--- config.mk ---
export PLATFORM = sky130hd
export DESIGN_NAME = mul_issue_ctrl_flat
export DESIGN_NICKNAME = d
export VERILOG_FILES = /design/src/rtl/mul_issue_ctrl_if.sv /design/src/rtl/mul_issue_ctrl.sv /design/src/flat_wrapper.sv
export SDC_FILE = /design/constraint.sdc
export NUM_CORES = 1
export LEC_CHECK = 0
export CAP_MARGIN = 30
export CELL_PAD_IN_SITES_DETAIL_PLACEMENT = 1
export CELL_PAD_IN_SITES_GLOBAL_PLACEMENT = 1
export CORE_MARGIN = 4
export CORE_UTILIZATION = 38
export DETAILED_ROUTE_END_ITERATION = 8
export GPL_TIMING_DRIVEN = 0
export PLACE_DENSITY = 0.73
export SLEW_MARGIN = 25
export SYNTH_ARGS = -nofsm -noshare
export SYNTH_HDL_FRONTEND = slang
export SYNTH_SLANG_ARGS = --single-unit
--- constraint.sdc ---
create_clock -name clk -period 5.4 [get_ports clk]
set_input_delay 0.54 -clock clk [delete_from_list [all_inputs] [get_ports clk]]
set_output_delay 0.54 -clock clk [all_outputs]
set_load 0.01 [all_outputs]
--- src/rtl/mul_issue_ctrl_if.sv ---
// Issue/writeback handshake between decode and the MUL issue controller.
// Master drives the decode side; slave is the controller.
interface mul_issue_ctrl_if;
    logic        issue_valid;
    logic        issue_is_mul;
    logic [4:0]  issue_rs1;
    logic [4:0]  issue_rs2;
    logic [4:0]  issue_rd;
    logic        flush;
    logic        issue_ready;
    logic        mul_start;
    logic        wb_valid;
    logic        wb_from_mul;
    logic [4:0]  wb_rd;
    logic [3:0]  inflight;
    logic [15:0] stall_cnt;

    modport master (
        output issue_valid, issue_is_mul, issue_rs1, issue_rs2, issue_rd, flush,
        input  issue_ready, mul_start, wb_valid, wb_from_mul, wb_rd, inflight, stall_cnt
    );

    modport slave (
        input  issue_valid, issue_is_mul, issue_rs1, issue_rs2, issue_rd, flush,
        output issue_ready, mul_start, wb_valid, wb_from_mul, wb_rd, inflight, stall_cnt
    );
endinterface

--- src/rtl/mul_issue_ctrl.sv ---
// Issue controller for a pipelined multiplier sharing one register-file write port with the ALU.
// Tracks writeback slots, blocks RAW/WAW hazards on in-flight MULs and write-port conflicts.
module mul_issue_ctrl #(
    parameter int unsigned MUL_LAT = 4,
    parameter int unsigned ALU_LAT = 1
) (
    input logic             clk,
    input logic             rst,
    mul_issue_ctrl_if.slave bus
);
    localparam int unsigned MulIns = MUL_LAT - 1;
    localparam int unsigned AluIns = ALU_LAT - 1;

    typedef struct packed {
        logic       valid;
        logic       is_mul;
        logic [4:0] rd;
    } entry_t;

    // slot_q[j] holds the entry that writes back j cycles from now; slot_q[0] is the live writeback.
    entry_t [MUL_LAT-1:0] slot_q, slot_d;
    logic [3:0]           inflight_q, inflight_d;
    logic [15:0]          stall_q, stall_d;

    logic raw_haz, waw_haz, port_haz, ready, accept;

    always_comb begin
        raw_haz = 1'b0;
        waw_haz = 1'b0;
        for (int unsigned j = 0; j < MUL_LAT; j++) begin
            if (slot_q[j].valid && slot_q[j].is_mul && (slot_q[j].rd != 5'd0)) begin
                if ((bus.issue_rs1 == slot_q[j].rd) || (bus.issue_rs2 == slot_q[j].rd)) begin
                    raw_haz = 1'b1;
                end
                if (bus.issue_rd == slot_q[j].rd) begin
                    waw_haz = 1'b1;
                end
            end
        end
        // An ALU op would land where slot_q[ALU_LAT] shifts to; only a MUL can already sit there.
        port_haz = !bus.issue_is_mul && slot_q[ALU_LAT].valid;
        ready    = !bus.flush && !raw_haz && !waw_haz && !port_haz;
        accept   = bus.issue_valid && ready;
    end

    always_comb begin
        slot_d = '0;
        if (!bus.flush) begin
            for (int unsigned j = 0; j < MulIns; j++) begin
                slot_d[j] = slot_q[j+1];
            end
            if (accept) begin
                if (bus.issue_is_mul) begin
                    slot_d[MulIns] = '{valid: 1'b1, is_mul: 1'b1, rd: bus.issue_rd};
                end else begin
                    slot_d[AluIns] = '{valid: 1'b1, is_mul: 1'b0, rd: bus.issue_rd};
                end
            end
        end

        inflight_d = 4'd0;
        for (int unsigned j = 0; j < MUL_LAT; j++) begin
            inflight_d = inflight_d + 4'(slot_d[j].valid & slot_d[j].is_mul);
        end

        stall_d = stall_q;
        if (bus.issue_valid && !ready && !bus.flush && (stall_q != 16'hFFFF)) begin
            stall_d = stall_q + 16'd1;
        end
    end

    always_ff @(posedge clk or negedge rst) begin
        if (!rst) begin
            slot_q     <= '0;
            inflight_q <= 4'd0;
            stall_q    <= 16'd0;
        end else begin
            slot_q     <= slot_d;
            inflight_q <= inflight_d;
            stall_q    <= stall_d;
        end
    end

    assign bus.issue_ready = ready;
    assign bus.mul_start   = accept && bus.issue_is_mul;
    assign bus.wb_valid    = slot_q[0].valid;
    assign bus.wb_from_mul = slot_q[0].is_mul;
    assign bus.wb_rd       = slot_q[0].rd;
    assign bus.inflight    = inflight_q;
    assign bus.stall_cnt   = stall_q;
endmodule
--- src/flat_wrapper.sv ---
// flat-port wrapper written by rule: the top's interface ports become plain ports
module mul_issue_ctrl_flat 
#(
    parameter int unsigned MUL_LAT = 4,
    parameter int unsigned ALU_LAT = 1
)
  (clk, rst, bus_issue_valid, bus_issue_is_mul, bus_issue_rs1, bus_issue_rs2, bus_issue_rd, bus_flush, bus_issue_ready, bus_mul_start, bus_wb_valid, bus_wb_from_mul, bus_wb_rd, bus_inflight, bus_stall_cnt);
  mul_issue_ctrl_if bus_i ();
  input logic clk;
  input logic rst;
  input wire logic [$bits(bus_i.issue_valid)-1:0] bus_issue_valid;
  input wire logic [$bits(bus_i.issue_is_mul)-1:0] bus_issue_is_mul;
  input wire logic [$bits(bus_i.issue_rs1)-1:0] bus_issue_rs1;
  input wire logic [$bits(bus_i.issue_rs2)-1:0] bus_issue_rs2;
  input wire logic [$bits(bus_i.issue_rd)-1:0] bus_issue_rd;
  input wire logic [$bits(bus_i.flush)-1:0] bus_flush;
  output wire logic [$bits(bus_i.issue_ready)-1:0] bus_issue_ready;
  output wire logic [$bits(bus_i.mul_start)-1:0] bus_mul_start;
  output wire logic [$bits(bus_i.wb_valid)-1:0] bus_wb_valid;
  output wire logic [$bits(bus_i.wb_from_mul)-1:0] bus_wb_from_mul;
  output wire logic [$bits(bus_i.wb_rd)-1:0] bus_wb_rd;
  output wire logic [$bits(bus_i.inflight)-1:0] bus_inflight;
  output wire logic [$bits(bus_i.stall_cnt)-1:0] bus_stall_cnt;
  assign bus_i.issue_valid = bus_issue_valid;
  assign bus_i.issue_is_mul = bus_issue_is_mul;
  assign bus_i.issue_rs1 = bus_issue_rs1;
  assign bus_i.issue_rs2 = bus_issue_rs2;
  assign bus_i.issue_rd = bus_issue_rd;
  assign bus_i.flush = bus_flush;
  assign bus_issue_ready = bus_i.issue_ready;
  assign bus_mul_start = bus_i.mul_start;
  assign bus_wb_valid = bus_i.wb_valid;
  assign bus_wb_from_mul = bus_i.wb_from_mul;
  assign bus_wb_rd = bus_i.wb_rd;
  assign bus_inflight = bus_i.inflight;
  assign bus_stall_cnt = bus_i.stall_cnt;
  mul_issue_ctrl #(.MUL_LAT(MUL_LAT), .ALU_LAT(ALU_LAT)) u_core (.clk(clk), .rst(rst), .bus(bus_i));
endmodule
==> results of run 1 <==
==> cell families (layout without fill, tap and decap cells) <==
| logic type | count (synthesis) | after routing | share of synthesized area |
|---|---|---|---|
| simple gates | 93 | 93 | 0.213 |
| xor+xnor | 75 | 75 | 0.253 |
| flops | 44 | 44 | 0.424 |
| buf+inv | 17 | 66 | 0.0347 |
| compound gates | 11 | 11 | 0.0260 |
| mux | 6 | 6 | 0.0260 |
| fa+ha+maj | 4 | 4 | 0.0222 |
| other cells | 1 | 1 | 0.00144 |
==> registers in the layout (all words and copies together), names as in the netlist <==
| name | count |
|---|---|
| u_core.bus.stall_cnt | 16 |
| u_core.bus.wb_rd | 5 |
| u_core.bus.inflight | 3 |
| u_core.slot_q | 18 |
| u_core.bus.wb_valid | 1 |
| u_core.bus.wb_from_mul | 1 |
==> worst min-delay path by stage <==
stage                                         from                                   to  slack, ps  cells after the start
2_1_floorplan                                  rst     u_core.bus.inflight[0]$_DFF_PN0_        240                      0
3_3_place_gp   u_core.bus.stall_cnt[7]$_DFFE_PN0P_  u_core.bus.stall_cnt[7]$_DFFE_PN0P_        480                      1
3_5_place_dp                                   rst          u_core.slot_q[23]$_DFF_PN0_        460                      1
4_1_cts                                        rst          u_core.slot_q[23]$_DFF_PN0_        130                      1
5_1_grt                                        rst          u_core.slot_q[23]$_DFF_PN0_        150                      1
6_report                                       rst          u_core.slot_q[23]$_DFF_PN0_        130                      1
==> synth_stat cells (all sizes together) <==
master	instances	area share
a21oi	2	0.0039
ha	3	0.014
xor2	57	0.19
o211ai	2	0.0058
o21ai	3	0.0058
a31oi	2	0.0048
nand3	16	0.036
conb	1	0.0014
nor4	4	0.015
a22oi	2	0.0058
nand2b	1	0.0024
and2	5	0.012
nor3	14	0.027
dfrtp	44	0.42
or4	5	0.014
nor3b	3	0.0087
xnor2	18	0.061
and4	2	0.0067
and3	4	0.0096
clkbuf	8	0.012
fa	1	0.0077
buf	7	0.020
nor2	12	0.017
inv	2	0.0029
nand2	2	0.0029
nand4	5	0.012
mux2	6	0.026
nor2b	20	0.048
==> stage by stage <==
stage / util / hold slack [ps]
final: 0.495 / 127
after global routing: 0.495 / 145
after CTS: 0.495 / 133
after detailed placement: 0.480 / 456
after global placement: 0.478 / 477
after floorplan: - / 244
==> cell usage in the layout, fill, tap and decap left out, types with 3 or more instances in the layout <==
| cell type | instances |
|---|---|
| nor2_1 | 12 |
| mux2_2 | 6 |
| xnor2_1 | 18 |
| dfrtp_1 | 44 |
| and3_1 | 4 |
| and2_1 | 5 |
| xor2_1 | 57 |
| nor2b_1 | 20 |
| ha_1 | 3 |
| or4_1 | 5 |
| clkbuf_8 | 7 |
| nor3_1 | 14 |
| nand3_1 | 15 |
| clkbuf_1 | 8 |
| buf_4 | 7 |
| nor3b_1 | 3 |
| nor4_1 | 3 |
| clkdlybuf4s50_1 | 40 |
| nand4_1 | 5 |
==> worst max-delay path: cells and delay by family <==
kind,cells,cell delay [ps]
simple gates,3,940
xor+xnor,1,180
buf+inv,3,1460
compound gates,2,320
==> per-layer routing <==
metal  up-vias  global-route usage
li1        938                   -
met1       924               0.224
met2        29               0.263
met3         7              0.0300
met4         0              0.0408
met5         -                   0
==> power groups by stage <==
stage / combinational [W] / sequential, W / clock [W]
6_report: 0.000161 / 0.000384 / 0.000221
5_1_grt: 0.000177 / 0.000389 / 0.000241
4_1_cts: 0.000164 / 0.000384 / 0.000227
3_3_place_gp: 0.000156 / 0.000391 / 0
3_5_place_dp: 0.000164 / 0.000391 / 0
2_1_floorplan: 0.0000705 / 0.000391 / 0
==> area by class of cell <==
type / count / area [um2] / area share
Multi-Input combinational cell: 190 / 1410 / 0.437
Sequential cell: 44 / 1100 / 0.343
Timing Repair Buffer: 42 / 425 / 0.132
Clock buffer: 7 / 96.3 / 0.0300
Tap cell: 77 / 96.3 / 0.0300
Buffer: 15 / 82.6 / 0.0257
Inverter: 2 / 7.51 / 0.00234
==> impl_metrics.yaml, run 1 <==
yosys:
  synth.distinct_cells: 31
  synth_seq_cells: 44
  syn_nets: 275
  seq_area_frac_synth: 0.424
  syn_avg_cell_area_um2: 10.3
  synth_area_um2: 2600
  synth_cells: 251
  synth_warnings: 0
floorplan:
  initial_core_util: 0.400
  rows: 29
  die_w_um: 90.7
  num_io_pins: 49
  design.die.area_um2: 8220
  core_um2: 6490
  die_h_um: 90.7
cells_and_area:
  area_growth_syn_to_layout_pct: 23.8
  design_area_um2: 3210
  drive_gt1_frac: 0.0800
  final.fill_count: 721
  layoutNonFillerInstCount: 377
  antenna_cells: 0
  fin_nets: 324
worst_setup_path:
  cp.required_ps: 4860
  endpoint_kind: "output pin"
  r2r_end: "u_core.bus.inflight[1]$_DFF_PN0_"
  arrival_ps: 3460
  crit_chain: "clkdlybuf4s50_1 > xor2_1 > nor3_1 > a22oi_1 > o211ai_1 > nor4_4 > buf_4 > and3_1 > clkdlybuf4s50_1"
  worst-setup-path-type: "in2out"
  path_common_cell: "clkdlybuf4s50_1"
  critPathMaxFanout: 10
  cpMaxStageDelayCell: "nor4_4"
  critPathLaunch: "bus_issue_rs2[1]"
  worstSetupEndpoint: "bus_mul_start"
  r2r_cells: 9
  max_stage_delay_ps: 710
  r2r-start: "u_core.slot_q[15]$_DFF_PN0_"
  cp-start-kind: "input pin"
  r2r_slack_ps: 1780
route:
  routedWlPerCell_um: 16.9
  drc: 0
  wl_met1_mm: 3.10
  dr.pass1.iters: 4
  wl_met3_um: 193
  vias: 1898
  wl_mm: 6.37
  topRoutingLayerUsed: "met4"
  via_per_inst: 5.03
  antenna_left: 0
  dr.first_iter.drc_count: 60
  wl_met2_mm: 3.01
sta:
  hold_violations: 0
  rsz0062_at_grt: "no"
  period_share: 0.741
  slew_headroom: 0.509
  slew_violations: 0
  fmax_mhz: 250
  finalSetupViolations: 0
  worst_slew_pin_slew_ps: 731
  period_needed_ps: 4000
  skew_ps: 6.01
  setup_slack_ps: 1400
  fin_tns_setup_ps: 0
grt:
  antenna_found_initial: 0
  grt-ovfl-total: 0
  grt_use_total: 0.162
  grt_max_degree: 32
  grt_pass1_vias: 2035
  grt_pass1_wl_mm: 10.6
pwr:
  clock_power_share: 0.288
  pwr-share-seq: 0.502
  finalPower_w: 0.000765
  p_int_w: 0.000548
  leakagePower_nw: 1.53
  switching_power_w: 0.000218
  switching_share: 0.284
  ir_drop_mv: 0.127
  powerDensity_nw_per_um2: 238
  pwr-share-comb: 0.210
place:
  globalplace.congestion: 0.801
  dpl_worst_slack_ps: 1390
  dp.cells: 370
  place_area_um2: 3120
  dp_hpwl_mm: 5.20
  portBuffers: 41
clock_network:
  hold_buffers: 0
  cts-root-buf: "clkbuf_8"
  post_cts_resized: 0
  cts_tree: "built"
  cts.clk_slew.worst_paths_ps: 80
  postCtsSetupBuffers: 0
  worstSkewPairLatency_ps: 290
  cts_sinks: 44
  h-tree-depth: 2
  cts_max_path_buffers: 2
  cts-buffers-inserted: 5
run:
  maxCapViolCount: 0
worst_hold_path:
  hp-class: "in2async"
status:
  status: "completed"
Power figures use the tool's default switching activity.
==> run 2, diff against run 1 <==
==> constraint.sdc (replaced) <==
create_clock -name clk -period 3.8 [get_ports clk]
set_input_delay 0.38 -clock clk [delete_from_list [all_inputs] [get_ports clk]]
set_output_delay 0.38 -clock clk [all_outputs]
set_load 0.01 [all_outputs]
==> impl_metrics.yaml, run 2 (same netlist as run 1, synthesis figures left out) <==
worst_hold_path:
  min_path_cells: 1
  hp-class: "reg2reg"
  min_to: "u_core.bus.stall_cnt[5]$_DFFE_PN0P_"
  worstHoldStart: "u_core.bus.stall_cnt[5]$_DFFE_PN0P_"
grt:
  antenna_found_initial: 0
  grt_use_total: 0.163
  top_usage_layer: "met2"
  grt-ovfl-total: 0
  met3_usage: 0.0300
  grt_pass1_wl_mm: 10.6
  use_met1: 0.226
  grt_max_degree: 32
  grt_pass1_vias: 2044
  grt_util_met2: 0.263
run:
  maxCapViolCount: 0
worst_setup_path:
  worst-setup-path-type: "reg2out"
  arrival_ps: 2950
  crit_buf_inv: 3
  r2r_slack_ps: 510
  cp-start-kind: "flip-flop"
  critPathMaxFanout: 10
  cp.required_ps: 3420
  crit_chain: "or4_1 > o211ai_1 > a21oi_1 > nor4_4 > buf_4 > buf_4 > and3_1 > clkdlybuf4s50_1"
  r2r_end: "u_core.bus.inflight[1]$_DFF_PN0_"
  r2r-start: "u_core.bus.wb_rd[0]$_DFF_PN0_"
  cpMaxStageDelayCell: "or4_1"
  path_common_cell: "buf_4"
  endpoint_kind: "output pin"
  crit_family: "simple AND/OR/NAND/NOR gates"
  max_stage_delay_ps: 560
  r2r_cells: 10
clock_network:
  h-tree-depth: 2
  worstSkewPairLatency_ps: 290
  cts-root-buf: "clkbuf_8"
  cts_sinks: 44
  cts-buffers-inserted: 5
  cts_tree: "built"
  cts_max_path_buffers: 2
  cts.clk_slew.worst_paths_ps: 80
sta:
  fin_tns_setup_ps: 0
  hold_violations: 0
  period_share: 0.877
  skew_ps: 6.02
  setup_slack_ps: 467
  fmax_mhz: 300
  slew_violations: 0
  finalSetupViolations: 0
  rsz0062_at_grt: "no"
  period_needed_ps: 3330
cells_and_area:
  area_growth_syn_to_layout_pct: 25.6
  layout_common_cells: "xor2_1 (57), dfrtp_1 (44), clkdlybuf4s50_1 (40), nor2b_1 (20), xnor2_1 (18)"
  drive_gt1_frac: 0.0948
  largest_reg_flops: 18
  top_register: "u_core.slot_q"
  layout_commonest_cell: "xor2_1"
  fin_nets: 330
  antenna_cells: 0
status:
  status: "completed"
floorplan:
  core_um2: 6490
  num_io_pins: 49
  die_h_um: 90.7
  die_w_um: 90.7
  initial_core_util: 0.400
  design.die.area_um2: 8220
  rows: 29
pwr:
  finalPower_w: 0.00109
  ir_drop_mv: 0.181
  powerDensity_nw_per_um2: 335
  leakagePower_nw: 1.56
route:
  dr.first_iter.drc_count: 64
  drc: 0
  vias: 1919
  wl_mm: 6.41
  dr.pass1.iters: 4
  routedWlPerCell_um: 16.7
  antenna_left: 0
  via_per_inst: 5.01
place:
  dpl_worst_slack_ps: 9.86
  globalplace.congestion: 0.801
  portBuffers: 41
  dp_hpwl_mm: 5.20
run 2: cell count changes in the layout (fill, tap and decap cells not counted):
cell / change
buf_4: +5
dlygate4sd3_1: +1
run 2: layout make-up:
type | count | area (um2)
flip-flops and latches | 44 | 1100
inverters | 2 | 7.51
clock buffers | 7 | 96.3
fillers | 722 | 3230
repair buffers | 48 | 473
well taps | 77 | 96.3
plain buffers | 15 | 82.6
multi-input cells | 190 | 1410
run 2: repair_timing:
action | CTS | global route
resized for setup | 0 | 0
hold endpoints to repair | 13 | 0
endpoints found under the setup margin | 1 | 2
setup buffers | 0 | 5
pin swaps | 1 | 1
hold buffers | 1 | 0
run 2: power breakdown:
part,switching [W],leakage (nW),internal (W)
clock network,0.000151,0.0503,0.000162
registers,0.0000477,0.596,0.000498
logic,0.000111,0.912,0.000122
total,0.000310,1.56,0.000782
run 2: how the worst max path moves through the flow:
stage | from | depth (start not counted) | slack [ps] | to
detailed placement | bus_issue_rs2[1] | 10 | 10 | u_core.bus.inflight[1]$_DFF_PN0_
global route | u_core.slot_q[15]$_DFF_PN0_ | 9 | 270 | bus_mul_start
CTS | u_core.slot_q[15]$_DFF_PN0_ | 8 | 30 | bus_mul_start
global placement | bus_issue_rs2[1] | 10 | 50 | u_core.bus.inflight[1]$_DFF_PN0_
floorplan | u_core.slot_q[15]$_DFF_PN0_ | 9 | 650 | u_core.bus.inflight[1]$_DFF_PN0_
finish | u_core.bus.wb_rd[0]$_DFF_PN0_ | 8 | 470 | bus_mul_start
run 2: routing by layer:
layer / wire [um] / share of wire / vias to the layer above
li1: - / - / 953
met1: 3070 / 0.48 / 927
met2: 3030 / 0.47 / 32
met3: 231 / 0.036 / 7
met4: 78 / 0.012 / 0
met5: 0 / 0 / -
run 2: stage by stage:
stage          hold WS [ps]  instance area (um2)   util  std cells
2_1_floorplan          84.4                 2600      -        251
3_3_place_gp            477                 3100  0.478        369
3_5_place_dp            296                 3120  0.480        370
4_1_cts                 488                 3220  0.496        378
5_1_grt                 507                 3260  0.502        383
6_report                483                 3260  0.502        383
==> run 3, diff against run 2 <==
--- a/config.mk
+++ b/config.mk
@@ -10,6 +10,7 @@
 export CELL_PAD_IN_SITES_GLOBAL_PLACEMENT = 1
 export CORE_MARGIN = 4
 export CORE_UTILIZATION = 38
+export CTS_CLUSTER_SIZE = 20
 export DETAILED_ROUTE_END_ITERATION = 8
 export GPL_TIMING_DRIVEN = 0
 export PLACE_DENSITY = 0.73
==> constraint.sdc (replaced) <==
create_clock -name clk -period 3.8 [get_ports clk]
set_input_delay 0.76 -clock clk [delete_from_list [all_inputs] [get_ports clk]]
set_output_delay 0.76 -clock clk [all_outputs]
set_load 0.01 [all_outputs]
==> impl_metrics.yaml, run 3 (same netlist as run 1, synthesis figures left out) <==
status:
  status: "completed"
worst_setup_path:
  cp.required_ps: 3040
  cpMaxStageDelayCell: "clkdlybuf4s50_1"
  max_stage_delay_ps: 530
  arrival_ps: 2880
  crit_chain: "clkdlybuf4s15_1 > xor2_1 > nor2_1 > a22oi_1 > a21oi_1 > nor4_4 > buf_6 > and3_1 > clkdlybuf4s50_1"
  r2r_slack_ps: 440
  worst-setup-path-type: "in2out"
  cp-start-kind: "input pin"
  endpoint_kind: "output pin"
  critPathMaxFanout: 5
grt:
  antenna_found_initial: 0
  grt_pass1_wl_mm: 10.7
  grt_use_total: 0.163
  grt-ovfl-total: 0
  grt_pass1_vias: 2043
  grt_max_degree: 32
cells_and_area:
  layout_commonest_cell: "xor2_1"
  antenna_cells: 0
  largest_reg_flops: 18
  area_growth_syn_to_layout_pct: 24.9
  layoutNonFillerInstCount: 381
  top_register: "u_core.slot_q"
  drive_gt1_frac: 0.115
  fin_nets: 328
  layout_common_cells: "xor2_1 (57), dfrtp_1 (41), clkdlybuf4s50_1 (31), nor2b_1 (20), xnor2_1 (18)"
  final_util: 0.499
route:
  via_per_inst: 5.03
  wl_mm: 6.55
  antenna_left: 0
  routedWlPerCell_um: 17.2
  dr.first_iter.drc_count: 72
  vias: 1918
  dr.pass1.iters: 4
  drc: 0
clock_network:
  cts-buffers-inserted: 5
  cts_tree: "built"
  worstSkewPairLatency_ps: 290
  cts.clk_slew.worst_paths_ps: 80
  cts_max_path_buffers: 2
  hold_buffers: 0
  cts-root-buf: "clkbuf_8"
  cts_sinks: 44
  h-tree-depth: 2
place:
  dpl_worst_slack_ps: -646
  dp_hpwl_mm: 5.20
  globalplace.congestion: 0.801
  portBuffers: 41
  dp.cells: 370
sta:
  rsz0062_at_grt: "no"
  skew_ps: 6.02
  fmax_mhz: 275
  slew_violations: 0
  period_needed_ps: 3640
  hold_violations: 0
  finalSetupViolations: 0
  setup_slack_ps: 162
  period_share: 0.957
floorplan:
  die_w_um: 90.7
  num_io_pins: 49
  core_um2: 6490
  rows: 29
  design.die.area_um2: 8220
  die_h_um: 90.7
  initial_core_util: 0.400
pwr:
  ir_drop_mv: 0.181
  finalPower_w: 0.00109
  switching_share: 0.286
  powerDensity_nw_per_um2: 336
  pwr-share-comb: 0.212
  leakagePower_nw: 1.56
  switching_power_w: 0.000311
  clock_power_share: 0.287
  pwr-share-seq: 0.501
  p_int_w: 0.000778
worst_hold_path:
  hp-class: "in2async"
run:
  maxCapViolCount: 0
run 3: cell types whose count changed in the layout (fill, tap and decap cells not counted), moves of 2 or more:
cell / before / now
dfrtp_1: 44 / 41
dfrtp_2: 0 / 3
clkdlybuf4s50_1: 40 / 31
dlygate4sd2_1: 0 / 4
clkbuf_2: 0 / 3
buf_4: 12 / 10
clkdlybuf4s15_1: 0 / 3
run 3: timing repair:
item | in CTS | in global routing
buffers inserted | 1 | 3
resized for setup | 9 | 14
pin swaps | 1 | 2
endpoints found under the setup margin | 3 | 1
endpoints found under the hold margin | 0 | 0
run 3: cell type report:
cell class,count,area [um2]
sequential,44,1100
inverter,2,7.51
clock buffer,7,96.3
buffer,15,87.6
multi-input combinational,190,1410
tap,77,96.3
fill,723,3250
timing repair buffer,46,440
run 3: metrics by stage:
stage / area, um2 / hold WS [ps] / setup TNS (ps)
4_1_cts: 3210 / 353 / 0
2_1_floorplan: 2600 / 464 / 0
5_1_grt: 3240 / 365 / 0
3_5_place_dp: 3120 / 473 / -1960
6_report: 3240 / 347 / 0
3_3_place_gp: 3100 / 477 / -1780
run 3: worst paths after layout:
path                                                startpoint                                  end  cells past startpoint
min in group clk           u_core.bus.stall_cnt[5]$_DFFE_PN0P_  u_core.bus.stall_cnt[5]$_DFFE_PN0P_                      1
max                                           bus_issue_rs2[1]                        bus_mul_start                      9
min                                                        rst          u_core.slot_q[23]$_DFF_PN0_                      1
min reg2reg                u_core.bus.stall_cnt[5]$_DFFE_PN0P_  u_core.bus.stall_cnt[5]$_DFFE_PN0P_                      1
max in group asynchronous                                  rst        u_core.bus.wb_rd[3]$_DFF_PN0_                      2
max reg2reg                      u_core.bus.wb_rd[0]$_DFF_PN0_     u_core.bus.inflight[1]$_DFF_PN0_                      9
run 3: routing by layer:
layer  up-vias  part of all wire  global-route usage
li1        947                 -                   -
met1       941              0.47               0.226
met2        25              0.50               0.267
met5         -                 0                   0
met4         0            0.0070              0.0344
met3         5             0.027              0.0300
run 3: power groups by stage:
stage	logic, W	clock network, W	registers [W]
CTS	0.000230	0.000323	0.000546
global route	0.000253	0.000342	0.000554
global placement	0.000221	0	0.000555
finish	0.000231	0.000313	0.000546
floorplan	0.000100	0	0.000555
detailed placement	0.000233	0	0.000555
run 3: worst max-delay path: cells and delay by family:
family	cells	cell delay, ps
xor+xnor	1	190
simple gates	3	570
compound gates	2	300
buf+inv	3	1040
